## config.mk

```make
export PLATFORM = sky130hd
export DESIGN_NAME = conv_mac_acc
export DESIGN_NICKNAME = d
export VERILOG_FILES = /design/src/rtl/conv_mac_acc.sv
export SDC_FILE = /design/constraint.sdc
export NUM_CORES = 1
export LEC_CHECK = 0
export ABC_AREA = 1
export BUFFER_PORTS_ARGS = -buffer_cell sky130_fd_sc_hd__buf_4
export CAP_MARGIN = 20
export CORE_MARGIN = 1.5
export CORE_UTILIZATION = 60
export CTS_CLUSTER_DIAMETER = 60
export DETAILED_ROUTE_END_ITERATION = 7
export MAX_ROUTING_LAYER = met4
export PLACE_DENSITY = 0.87
export REMOVE_ABC_BUFFERS = 1
export SLEW_MARGIN = 40
export SYNTH_ARGS = -nofsm -noshare
export SYNTH_HDL_FRONTEND = slang
export SYNTH_SLANG_ARGS = --single-unit
```

## constraint.sdc

```tcl
create_clock -name clk -period 7.6 [get_ports clk]
set_input_delay 1.52 -clock clk [delete_from_list [all_inputs] [get_ports clk]]
set_output_delay 1.52 -clock clk [all_outputs]
set_load 0.02 [all_outputs]
```

## src/rtl/conv_mac_acc.sv

```systemverilog
// conv_mac_acc: multiply-accumulate stage for one convolution window.
// Each accepted activation/weight tap is multiplied and summed. After KERNEL_SIZE taps
// the window result moves into a valid/ready output register.
// Optional feature: define CONV_MAC_RELU_EN to clamp negative window results to zero
// as they are written into the output register.
module conv_mac_acc #(
  parameter int DATA_BW     = 8,
  parameter int WEIGHT_BW   = 8,
  parameter int KERNEL_SIZE = 9,
  parameter int ACC_BW      = 20,
  localparam int TAP_BW     = $clog2(KERNEL_SIZE)
) (
  input  logic                        clk,
  input  logic                        rst,
  input  logic                        i_valid,
  input  logic signed [DATA_BW-1:0]   i_x,
  input  logic signed [WEIGHT_BW-1:0] i_w,
  input  logic                        i_clear,
  output logic                        o_ready,
  output logic                        o_valid,
  output logic signed [ACC_BW-1:0]    o_acc,
  input  logic                        i_ready,
  output logic [TAP_BW-1:0]           o_tap
);

  localparam int PROD_BW = DATA_BW + WEIGHT_BW;
  localparam logic [TAP_BW-1:0] LAST_TAP = TAP_BW'(KERNEL_SIZE - 1);

  logic signed [ACC_BW-1:0] acc_q, acc_d;
  logic signed [ACC_BW-1:0] oacc_q, oacc_d;
  logic [TAP_BW-1:0]        tap_q, tap_d;
  logic                     valid_q, valid_d;

  logic signed [PROD_BW-1:0] prod;
  logic signed [ACC_BW-1:0]  prod_ext;
  logic signed [ACC_BW-1:0]  sum;
  logic signed [ACC_BW-1:0]  result;
  logic                      acc_en;

  // Only the final tap has to wait for room in the output register.
  assign o_ready = (tap_q != LAST_TAP) || !valid_q || i_ready;
  assign acc_en  = i_valid && o_ready;

  assign o_valid = valid_q;
  assign o_acc   = oacc_q;
  assign o_tap   = tap_q;

  // Full-precision signed product, sign-extended to accumulator width.
  always_comb begin
    prod     = i_x * i_w;
    prod_ext = {{(ACC_BW - PROD_BW){prod[PROD_BW-1]}}, prod};
    sum      = (tap_q == '0) ? prod_ext : acc_q + prod_ext;
`ifdef CONV_MAC_RELU_EN
    result   = sum[ACC_BW-1] ? '0 : sum;
`else
    result   = sum;
`endif
  end

  // Next state: output handshake first, then clear or tap acceptance.
  always_comb begin
    acc_d   = acc_q;
    tap_d   = tap_q;
    oacc_d  = oacc_q;
    valid_d = valid_q;
    if (valid_q && i_ready) begin
      valid_d = 1'b0;
    end
    if (i_clear) begin
      acc_d = '0;
      tap_d = '0;
    end else if (acc_en) begin
      if (tap_q == LAST_TAP) begin
        oacc_d  = result;
        valid_d = 1'b1;
        acc_d   = '0;
        tap_d   = '0;
      end else begin
        acc_d = sum;
        tap_d = tap_q + TAP_BW'(1);
      end
    end
  end

  // State registers with synchronous reset that drops any partial sum or held result.
  always_ff @(posedge clk) begin
    if (rst) begin
      acc_q   <= '0;
      tap_q   <= '0;
      oacc_q  <= '0;
      valid_q <= 1'b0;
    end else begin
      acc_q   <= acc_d;
      tap_q   <= tap_d;
      oacc_q  <= oacc_d;
      valid_q <= valid_d;
    end
  end

endmodule

```

## Word level (Yosys, flattened, before mapping)

Cells that the tools add are included.

- Register bits after elaboration: 45
- Output and inout bits: 26
- Word-level logic and storage cells: 25
- Input port bits: 21

- Add/sub/neg operators: 2
- Multiply operators: 1
- Mux-type cells: 7
- Equal/unequal tests: 2
- Reductions and logical operators: 8
- Bitwise operators: 1

Operator list:

| kind | count |
|---|---|
| two-way mux 20 bit | 2 |
| adder 20 x 16 -> 20 bit | 1 |
| multiplier 8 x 8 -> 16 bit | 1 |
| adder 4 x 1 -> 4 bit, second input constant | 1 |
| == test 4 bit, second input constant | 1 |
| zero test 4 bit | 1 |
| two-way mux 1 bit | 4 |
| two-way mux 4 bit | 1 |
| inequality test 4 bit, second input constant | 1 |
| AND reduction 3 bit | 1 |
| logical AND 1 bit | 2 |
| logical OR 1 bit | 2 |
| OR reduction 2 bit | 1 |
| zero test 1 bit | 1 |
| inverter 1 bit | 1 |

## Logic depth before layout (Yosys ltp)

Gate-level depths: netlist of run 1.

- Depth after elaboration: 6
- Gate-level depth with buffers: 35
- Mapped depth without buffers: 34

## Worst setup path after synthesis of run 1

Ideal clock, no wire load.

- Path type: input-to-reg
- From: input port i_x[7]
- To: register acc_q[19]
- Path buffers: 1
- Stages: 31
- Data arrival time: 6.427 ns
- Path slack: 1.040 ns
- Required time: 7.468 ns
- Library setup time: 0.132 ns
- Cell sequence: clkbuf_1 nand2_1 inv_1 fa_1 inv_1 fa_1 inv_1 fa_1 inv_1 fa_1 inv_1 ha_1 nand2_1 nor2_1 nand3_1 nand3_1 inv_1 nand2_1 nand2_1 ha_1 nand2_1 nor2_1 inv_1 nor2_1 nand3_1 nand4_1 nand2_1 inv_1 nand3_1 nand3_1 a21oi_1

- Cells in the longest elaborated chain, start to end: 4

RTL lines:

| what | line | RTL |
|---|---|---|
| start, declared | 16 | `input logic signed [DATA_BW-1:0] i_x,` |
| multiplier 8 x 8 -> 16 bit (*) | 50 | `prod = i_x * i_w;` |
| adder 20 x 16 -> 20 bit | 52 | `sum = (tap_q == '0) ? prod_ext : acc_q + prod_ext;` |
| two-way mux 20 bit (*) | 52 |  |
| two-way mux 20 bit (*) | 73 | `if (tap_q == LAST_TAP) begin` |
| end signal, assigned | 88 | `acc_q <= '0;` |
| end signal, assigned | 93 | `acc_q <= acc_d;` |
| end, declared | 29 | `logic signed [ACC_BW-1:0] acc_q, acc_d;` |

Every way passes the cells marked *; elsewhere a longest branch is shown, timed or not.
A chain may end at the register's enable or synchronous reset.

## Worst setup path after layout of run 1

- From: input port i_x[7]
- To: register oacc_q[17], in the netlist o_acc[17]

- Cells in the longest elaborated chain, start to end: 3

RTL lines:

| what | line | RTL |
|---|---|---|
| multiplier 8 x 8 -> 16 bit (*) | 50 |  |
| adder 20 x 16 -> 20 bit | 52 |  |
| two-way mux 20 bit (*) | 52 |  |
| end signal, assigned | 90 | `oacc_q <= '0;` |
| end signal, assigned | 95 | `oacc_q <= oacc_d;` |
| end, declared | 30 | `logic signed [ACC_BW-1:0] oacc_q, oacc_d;` |

Marks and branches as above.

==> reports/summary.txt, run 1 <==
DRT Pass-1 Iters: 6
Yosys cell types: 35
Final Hold Viols: 0
Final Wtd Congestion: 1.053
CP Max Fanout: 8
Comb power frac: 83.1%
Slew Viols, Final: 0
Core Util, Final: 68.02%
cell with the most instances after synthesis: nand2_1
Post-synth top flop: dfxtp_1
sequential power share: 10.5%
Pleak: 3.740 nW
Peak Freq: 143.2 MHz
min cycle time layout: 6982 ps
Net Sw Power: 1.559 mW
later-pin clock latency in the skew report: 310 ps
Clock transition at path regs: 100 ps
Mapped Cells: 896
Pwr Density: 409.6 nW/um2
number of synthesized register bits: 45
H-tree Lvls: 2
Initial Utilization: 62.72%
Hold Path Origin: acc_q[6]$_SDFFE_PP0P_
largest net degree at the start of global routing: 27
fraction of layout cells with a size suffix above 1: 7.476%
switch share: 59.73%
crit-path max cell delay: 590 ps
dpl cells: 1044
register area share after synthesis: 15.33%
total gr overflow: 0
fin crit share: 91.86%
Yosys top cell area share: 19.07%
full die area: 10400 um2
leading area contributor after synthesis: fa_1
critical path arrival: 7190 ps
Synth Cell Area: 5878 um2
Worst setup EP type: register
Layout Nets: 1050
CP startpoint: i_x[7]
EDFF count, synth: 0
RR Startpoint: o_tap[0]$_SDFFE_PP0P_
post-CTS setup buffers: 0
HP Class: register to register
first-pass GRT wire length: 23.94 mm
io pins: 47
slowest cell on the critical path: fa_1
final setup fails: 0
Commonest cells post-synth: 239 x nand2_1, 215 x inv_1, 56 x fa_1
clock sinks: 45
Worst VDD drop: 0.2334 mV
fin area: 6375 um2
Syn Area/Cell: 6.560 um2
ANT cells: 0
DRC: 0
initial antenna violation count: 0
Post-Route WL: 14.23 mm
Via Count: 5593
FFs w/ async S/R, synth: 0%
status: completed
Die W: 102.0 um
Clk pwr share: 6.4%
Total GRT Usage: 29.98%
max cap viols: 0
RSZ-0062 raised after global routing: no
Int Power: 1.052 mW
Ys Warns: 0
Die H: 102.0 um
vias in the first global route: 5215
Worst setup SP type: input port
Area growth syn-to-layout: 8.450%
Resized Gates After CTS: 0
DR iter-0 viols: 487
Placed Area: 6275 um2
Hold-fix buffers, CTS: 0
TNS Setup: 0 ps
Inserted Clock Buffers: 5
FP Rows: 35
PortBufs: 46
post-detailed-route via-to-cell ratio: 5.317
synth top area cells: fa_1 19%, dfxtp_1 15%, nand2_1 15%
Req. time, crit path: 7810 ps
Avg WL per Cell: 13.53 um
worst hold slack: 475.9 ps
DP HPWL: 11.51 mm
TritonCTS clock tree: built
Root Buffer: clkbuf_8
Slew @ Worst Pin: 758.5 ps
critical path type: input port to register
slew margin rel.: 49.27%
Layout Cells excl Fill: 1052
Clock Tree Buf Depth: 2
DRT antenna net count: 0
fillcell total: 873
core box area: 9371 um2
clock skew: 11.69 ps
power by group through the flow:
stage / clock (mW) / combinational [mW] / sequential, mW
6_report: 0.167 / 2.17 / 0.274
5_1_grt: 0.178 / 2.45 / 0.277
4_1_cts: 0.168 / 2.11 / 0.274
3_5_place_dp: 0 / 2.10 / 0.280
3_3_place_gp: 0 / 2.07 / 0.279
2_1_floorplan: 0 / 1.60 / 0.275
cell type report:
| class | instances | area, um2 | area share, % |
|---|---|---|---|
| Clock buffer | 6 | 82.58 | 1.295 |
| Sequential cell | 45 | 900.9 | 14.13 |
| Inverter | 219 | 822.0 | 12.89 |
| Multi-Input combinational cell | 604 | 4034 | 63.28 |
| Timing Repair Buffer | 47 | 356.6 | 5.594 |
| Clock inverter | 2 | 17.52 | 0.2748 |
| Tap cell | 129 | 161.4 | 2.532 |
logic make-up (layout without fill, tap and decap cells):
kind of cell | after synthesis | after routing | synth area share, %
AND/OR/NAND/NOR | 369 | 369 | 26.12
AO/OA/AOI/OAI | 116 | 116 | 10.79
XOR/XNOR | 12 | 12 | 1.788
flip-flops | 45 | 45 | 15.33
adder cells (fa/ha/maj) | 107 | 107 | 29.93
buffers and inverters | 247 | 274 | 16.05
sequential cells by signal, summed over array words and instances, names as in the netlist:
register,count
o_tap,4
o_acc,20
acc_q,20
o_valid,1
path summary, 6_finish.rpt:
path,endpoint,slack (ps),cells past startpoint
worst max-delay path,o_acc[17]$_SDFFE_PP0P_,620,27
worst min-delay path,acc_q[6]$_SDFFE_PP0P_,480,2
worst max register to register,o_acc[9]$_SDFFE_PP0P_,5140,11
worst min register to register,acc_q[6]$_SDFFE_PP0P_,480,2
critical path, delay by kind of cell:
| family | cells | cell delay [ps] |
|---|---|---|
| compound gates | 3 | 610 |
| buf+inv | 7 | 640 |
| fa+ha+maj | 6 | 2970 |
| simple gates | 11 | 1440 |
routing by layer:
metal  share of wire [%]  GRT usage, %  up-vias
met2                  44         45.39      237
met5                   0             -        -
met3                 9.9         5.882       14
li1                    -             -     2751
met1                  45         42.50     2591
met4                0.76         4.847        0
layout by cell type, fill, tap and decap left out, types with 2 or more instances in the layout:
| cell | instances |
|---|---|
| inv_2 | 3 |
| and2_1 | 3 |
| or2_2 | 5 |
| nor2_1 | 54 |
| xnor2_1 | 2 |
| buf_4 | 46 |
| o21bai_1 | 14 |
| o22ai_1 | 2 |
| nand3b_1 | 2 |
| ha_1 | 51 |
| a21oi_1 | 54 |
| clkbuf_8 | 6 |
| nor3_4 | 2 |
| nor3_1 | 4 |
| nand2_1 | 239 |
| o21ai_0 | 40 |
| nand3_1 | 49 |
| or2_1 | 2 |
| xor2_1 | 10 |
| fa_1 | 56 |
| nand4_1 | 6 |
| dfxtp_1 | 45 |
| inv_1 | 215 |
per-stage QoR:
step | total power, mW | setup WS (ps)
global route | 2.906 | 199.1
detailed placement | 2.375 | 393.0
floorplan | 1.872 | 1187
global placement | 2.352 | 435.0
finish | 2.611 | 618.5
CTS | 2.556 | 702.4
No activity file was read; power rests on OpenSTA's default activity.
==> run 2, diff against run 1 <==
- ABC_AREA: 1 -> default
==> run 2 against run 1 <==
Against the previous run:
- synthesized cell count fell by 30%
- maximum frequency is 4.5% lower
- critical path type unchanged
- critical path depth rose by 1
- highest routed layer unchanged
- via count fell by 20%
- hold slack lost 14 ps
- largest power group unchanged
- power decreased by 4.0%
==> reports/summary.txt, run 2 <==
final setup fails: 0 (unchanged)
worst hold slack: 461.5 ps (-14.43 ps)
fin crit share: 96.14% (+4.3 points)
EDFF count, synth: 0 (unchanged)
critical path type: input port to register
DRC: 0 (unchanged)
HP Class: register to register
io pins: 47 (unchanged)
Syn Area/Cell: 8.352 um2 (+27%)
H-tree Lvls: 2 (unchanged)
FFs w/ async S/R, synth: 0% (unchanged)
initial antenna violation count: 0 (unchanged)
Via Count: 4475 (-20%)
full die area: 9355 um2 (-10%)
DRT antenna net count: 0 (unchanged)
overall power: 2.507 mW (-4.0%)
later-pin clock latency in the skew report: 310 ps (about the same)
Worst setup EP type: register
vias in the first global route: 4478 (-14%)
Yosys top cell area share: 21.27% (+2.2 points)
fillcell total: 687 (-21%)
pre-CTS WS: -27.06 ps (-420.1 ps)
GRT met2 Usage: 47.34% (+1.9 points)
Peak Freq: 136.9 MHz (-4.5%)
max cap viols: 0 (unchanged)
Pleak: 2.767 nW (-26%)
first-pass GRT wire length: 20.03 mm (-16%)
DRT Pass-1 Iters: 5 (-1)
core box area: 8636 um2 (-7.9%)
Total GRT Usage: 26.54% (-3.4 points)
Post-Route WL: 11.70 mm (-18%)
critical path arrival: 7550 ps (+360 ps)
RSZ-0062 raised after global routing: no
ANT cells: 0 (unchanged)
leading area contributor after synthesis: fa_1
Worst setup SP type: input port
total gr overflow: 0 (unchanged)
Placed Area: 5753 um2 (-8.3%)
GRT met3 Usage: 2.168% (-3.7 points)
Die W: 96.72 um (-5.2%)
Clock Tree Buf Depth: 2 (unchanged)
Yosys cell types: 52 (+49%)
Avg WL per Cell: 14.87 um (+9.9%)
Final Hold Viols: 0 (unchanged)
Req. time, crit path: 7850 ps (+40 ps)
dpl cells: 778 (-25%)
status: completed
min cycle time layout: 7307 ps (+325.2 ps)
fin area: 5868 um2 (-7.9%)
Slew Viols, Final: 0 (unchanged)
fraction of layout cells with a size suffix above 1: 11.93% (+4.5 points)
slew margin rel.: 52.04% (+2.8 points)
most frequent cells in the layout: 96 x inv_1, 56 x fa_1, 54 x buf_4
Root Buffer: clkbuf_8
clock skew: 8.140 ps (-3.548 ps)
PortBufs: 46 (unchanged)
Slew @ Worst Pin: 716.8 ps (-41.77 ps)
cell with the most instances after synthesis: inv_1
Layout Nets: 806 (-23%)
busiest grt layer: met2
Hold-fix buffers, CTS: 0 (unchanged)
Final Wtd Congestion: 0.9467 (-10%)
Ys Warns: 0 (unchanged)
FP Rows: 34 (-2.9%)
Initial Utilization: 61.03% (-1.7 points)
Clock transition at path regs: 90 ps (about the same)
Inserted Clock Buffers: 5 (unchanged)
clock sinks: 45 (unchanged)
Pwr Density: 427.2 nW/um2 (+4.3%)
post-detailed-route via-to-cell ratio: 5.686 (+7.0%)
Synth Cell Area: 5270 um2 (-10%)
TritonCTS clock tree: built
DP HPWL: 9.487 mm (-18%)
Area growth syn-to-layout: 11.35%
Die H: 96.72 um (-5.2%)
Worst VDD drop: 0.3000 mV (+29%)
Layout Cells excl Fill: 787 (-25%)
routing usage on met1: 32.03% (-10 points)
Commonest cells post-synth: 98 x inv_1, 56 x fa_1, 53 x nor2_1
DR iter-0 viols: 206 (-58%)
register area share after synthesis: 17.09% (+1.8 points)
CP Max Fanout: 8 (unchanged)
number of synthesized register bits: 45 (unchanged)
largest net degree at the start of global routing: 28 (+3.7%)
synth top area cells: fa_1 21%, dfxtp_1 17%, ha_1 12%
Post-synth top flop: dfxtp_1
worst setup margin: 293.2 ps (-325.2 ps)
commonest non-fill, non-tap cell in the layout: inv_1
Mapped Cells: 631 (-30%)
run 2: cell types whose count changed after synthesis, moves of 9 or more:
cell      change
nand2b_1      +9
o21bai_1     -11
inv_1       -117
nand3_1      -43
nand2_1     -193
a21oi_1      -16
xnor2_1      +18
and2_1       +45
nor3_1       +10
o21ai_0      -20
a22oi_1      +10
run 2: metal layers:
| layer | part of all wire [%] | vias up |
|---|---|---|
| li1 | - | 2170 |
| met1 | 43 | 2147 |
| met2 | 51 | 132 |
| met3 | 3.8 | 26 |
| met4 | 2.0 | 0 |
| met5 | 0 | - |
run 2: area by class of cell:
cell class / instances / area [um2] / area share (%)
clock buffers: 5 / 68.82 / 1.173
clock inverters: 3 / 21.27 / 0.3625
inverters: 98 / 367.9 / 6.269
multi-input cells: 474 / 3969 / 67.63
flip-flops and latches: 45 / 900.9 / 15.35
well taps: 108 / 135.1 / 2.303
repair buffers: 54 / 405.4 / 6.908
run 2: metrics by stage:
stage               TNS [ps]  utilization, %
floorplan                  0               -
global placement           0           66.59
detailed placement    -28.19           66.62
CTS                        0           67.66
global route               0           67.95
finish                     0           67.95
run 2: logic make-up after synthesis:
family,count (synthesis),synth area share (%)
muxes,5,0.9734
adders and majority gates,107,33.38
DFF,45,17.09
AOI/OAI and AO/OA,129,16.33
xor gates and xnor gates,30,5.128
buffers and inverters,112,7.977
and+or+nand+nor,203,19.11
run 2: worst max-delay path, stage by stage:
cell      delay (ps)
buf_4            140
and2_1           190
fa_1             520
inv_1             60
fa_1             500
inv_1             60
fa_1             490
inv_1             60
fa_1             520
inv_1             40
ha_1             290
o21ai_0          120
o21ai_1          150
and3_4           220
o41ai_4           90
buf_4            160
a211o_1          270
or2_1            240
inv_2            100
ha_2             320
a21oi_2          160
o21bai_1          90
or4_1            410
o21ai_1          150
a21oi_2           80
xnor2_1          150
a311o_1          350
a21oi_1          110
run 2: worst paths after layout:
check / endpoint / start / slack (ps) / cells past startpoint
setup / recovery: o_acc[19]$_SDFFE_PP0P_ / i_w[0] / 290 / 28
hold / removal: o_acc[14]$_SDFFE_PP0P_ / o_acc[14]$_SDFFE_PP0P_ / 460 / 2
setup reg to reg: acc_q[18]$_SDFFE_PP0P_ / acc_q[9]$_SDFFE_PP0P_ / 4970 / 9
hold reg to reg: o_acc[14]$_SDFFE_PP0P_ / o_acc[14]$_SDFFE_PP0P_ / 460 / 2
run 2: report_power, final:
| part | switching (mW) | leakage (nW) | total, mW | internal [mW] |
|---|---|---|---|---|
| sequential | 0.0213 | 0.364 | 0.286 | 0.265 |
| clock | 0.0926 | 0.0445 | 0.158 | 0.0655 |
| combinational | 1.19 | 2.36 | 2.06 | 0.875 |
| total | 1.30 | 2.77 | 2.51 | 1.21 |
run 2: repair_timing:
action,in CTS,in global routing
resized for setup,0,10
setup endpoints to repair,0,2
buffers inserted,0,1
==> run 3, diff against run 2 <==
- clock period: 7.6 -> 9.1 ns (I/O delays scaled with it)
==> run 3 against run 2 <==
Against the previous run:
- sequential cell count stayed put
- hold slack worse by 2.9 ps
- via count is 0.69% lower
- highest routed layer unchanged
- cell count is 0.89% lower
==> reports/summary.txt, run 3 (synthesized netlist as in run 2, its figures left out) <==
status: completed
Slew @ Worst Pin: 788.4 ps (+71.66 ps)
critical path arrival: 8130 ps (+580 ps)
Root Buffer: clkbuf_8
DP HPWL: 9.268 mm (-2.3%)
CP Max Fanout: 8 (unchanged)
Clock transition at path regs: 90 ps (about the same)
clock skew: 16.09 ps (+7.952 ps)
Layout Nets: 799 (-0.87%)
post-detailed-route via-to-cell ratio: 5.697 (+0.20%)
Slew Viols, Final: 0 (unchanged)
Die H: 96.72 um (unchanged)
Final Wtd Congestion: 0.9303 (-1.7%)
Req. time, crit path: 9350 ps (+1500 ps)
Avg WL per Cell: 14.83 um (-0.24%)
fin crit share: 86.62%
Worst R2R Setup Slack: 6440 ps (+1470 ps)
PortBufs: 46 (unchanged)
first-pass GRT wire length: 20.20 mm (+0.83%)
Peak Freq: 126.9 MHz
Worst VDD drop: 0.2301 mV (-23%)
most frequent cells in the layout: 98 x inv_1, 56 x fa_1, 52 x nor2_1
R2R cell count: 10 (+1)
worst hold slack: 458.7 ps (-2.865 ps)
DRT antenna net count: 0 (unchanged)
TritonCTS clock tree: built
fraction of layout cells with a size suffix above 1: 9.821% (-2.1 points)
vias in the first global route: 4617 (+3.1%)
later-pin clock latency in the skew report: 310 ps (about the same)
clock sinks: 45 (unchanged)
Pleak: 2.752 nW (-0.53%)
DRC: 0 (unchanged)
Total GRT Usage: 26.46% (-0.082 points)
final setup fails: 0 (unchanged)
multi-input logic area: 3951 um2 (-0.44%)
largest net degree at the start of global routing: 28 (unchanged)
Initial Utilization: 61.03% (unchanged)
full die area: 9355 um2 (unchanged)
ANT cells: 0 (unchanged)
Area growth syn-to-layout: 10.52%
fillcell total: 682 (-0.73%)
hold path depth: 2 (unchanged)
io pins: 47 (unchanged)
initial antenna violation count: 0 (unchanged)
Die W: 96.72 um (unchanged)
post-CTS setup buffers: 0 (unchanged)
HP Class: register to register
Worst setup SP type: input port
slew margin rel.: 47.24% (-4.8 points)
Post-Route WL: 11.57 mm (-1.1%)
FF+latch area: 900.9 um2 (unchanged)
Via Count: 4444 (-0.69%)
DRT Pass-1 Iters: 5 (unchanged)
Hold-fix buffers, CTS: 0 (unchanged)
critical path type: input port to register
Final Hold Viols: 0 (unchanged)
FP Rows: 34 (unchanged)
commonest non-fill, non-tap cell in the layout: inv_1
core box area: 8636 um2 (unchanged)
Core Util, Final: 67.44% (-0.51 points)
min cycle time layout: 7882 ps
total gr overflow: 0 (unchanged)
Clock Tree Buf Depth: 2 (unchanged)
DR iter-0 viols: 192 (-6.8%)
H-tree Lvls: 2 (unchanged)
max cap viols: 0 (unchanged)
worst setup margin: 1218 ps (+924.3 ps)
pre-CTS WS: 934.7 ps (+961.8 ps)
Resized Gates After CTS: 0 (unchanged)
Inserted Clock Buffers: 5 (unchanged)
Worst setup EP type: register
TNS Setup: 0 ps (unchanged)
Pwr Density: 346.5 nW/um2 (-19%)
RSZ-0062 raised after global routing: no
run 3: critical path, stage by stage:
cell and delay, ps:
buf_4 140, and2_1 180, ha_1 410, inv_1 140, fa_1 550, inv_1 50
fa_1 470, inv_1 50, fa_1 530, inv_1 40, ha_1 360, o21ai_0 190
nand2b_1 70, and3_1 220, o41ai_4 290, o21ai_1 200, or2_1 320, inv_1 150
ha_1 310, a21oi_1 220, o21bai_1 100, or4_1 400, o21ai_0 130, a21oi_1 120
xnor2_1 170, a311o_1 370, a21oi_1 110
run 3: path summary, 6_finish.rpt:
check,start,end
max,i_w[0],o_acc[19]$_SDFFE_PP0P_
min,o_acc[16]$_SDFFE_PP0P_,o_acc[16]$_SDFFE_PP0P_
max reg2reg,o_tap[0]$_SDFFE_PP0P_,o_acc[19]$_SDFFE_PP0P_
min reg2reg,o_acc[16]$_SDFFE_PP0P_,o_acc[16]$_SDFFE_PP0P_
run 3: report_power, final:
group	switching (mW)	internal, mW
Clock	0.0703	0.0896
Combinational	0.951	0.669
Sequential	0.0174	0.221
Total	1.04	0.980
run 3: cell type report:
type	instances	area share (%)
Timing Repair Buffer	47	6.058
Clock buffer	7	1.482
Clock inverter	1	0.5156
Multi-Input combinational cell	474	67.84
Tap cell	108	2.320
Inverter	98	6.316
Sequential cell	45	15.47
run 3: routing by layer:
| layer | vias up | wire, um | track usage (%) |
|---|---|---|---|
| met5 | - | 0 | - |
| li1 | 2157 | - | - |
| met1 | 2122 | 4899 | 31.62 |
| met2 | 139 | 5923 | 47.28 |
| met4 | 0 | 273 | 8.138 |
| met3 | 26 | 475 | 2.457 |
run 3: through the flow:
step	std cells	total power [mW]	cell area, um2
2_1_floorplan	617	1.521	5218
3_3_place_gp	772	1.756	5705
3_5_place_dp	772	1.827	5708
4_1_cts	780	2.000	5824
5_1_grt	780	2.219	5824
6_report	780	2.018	5824
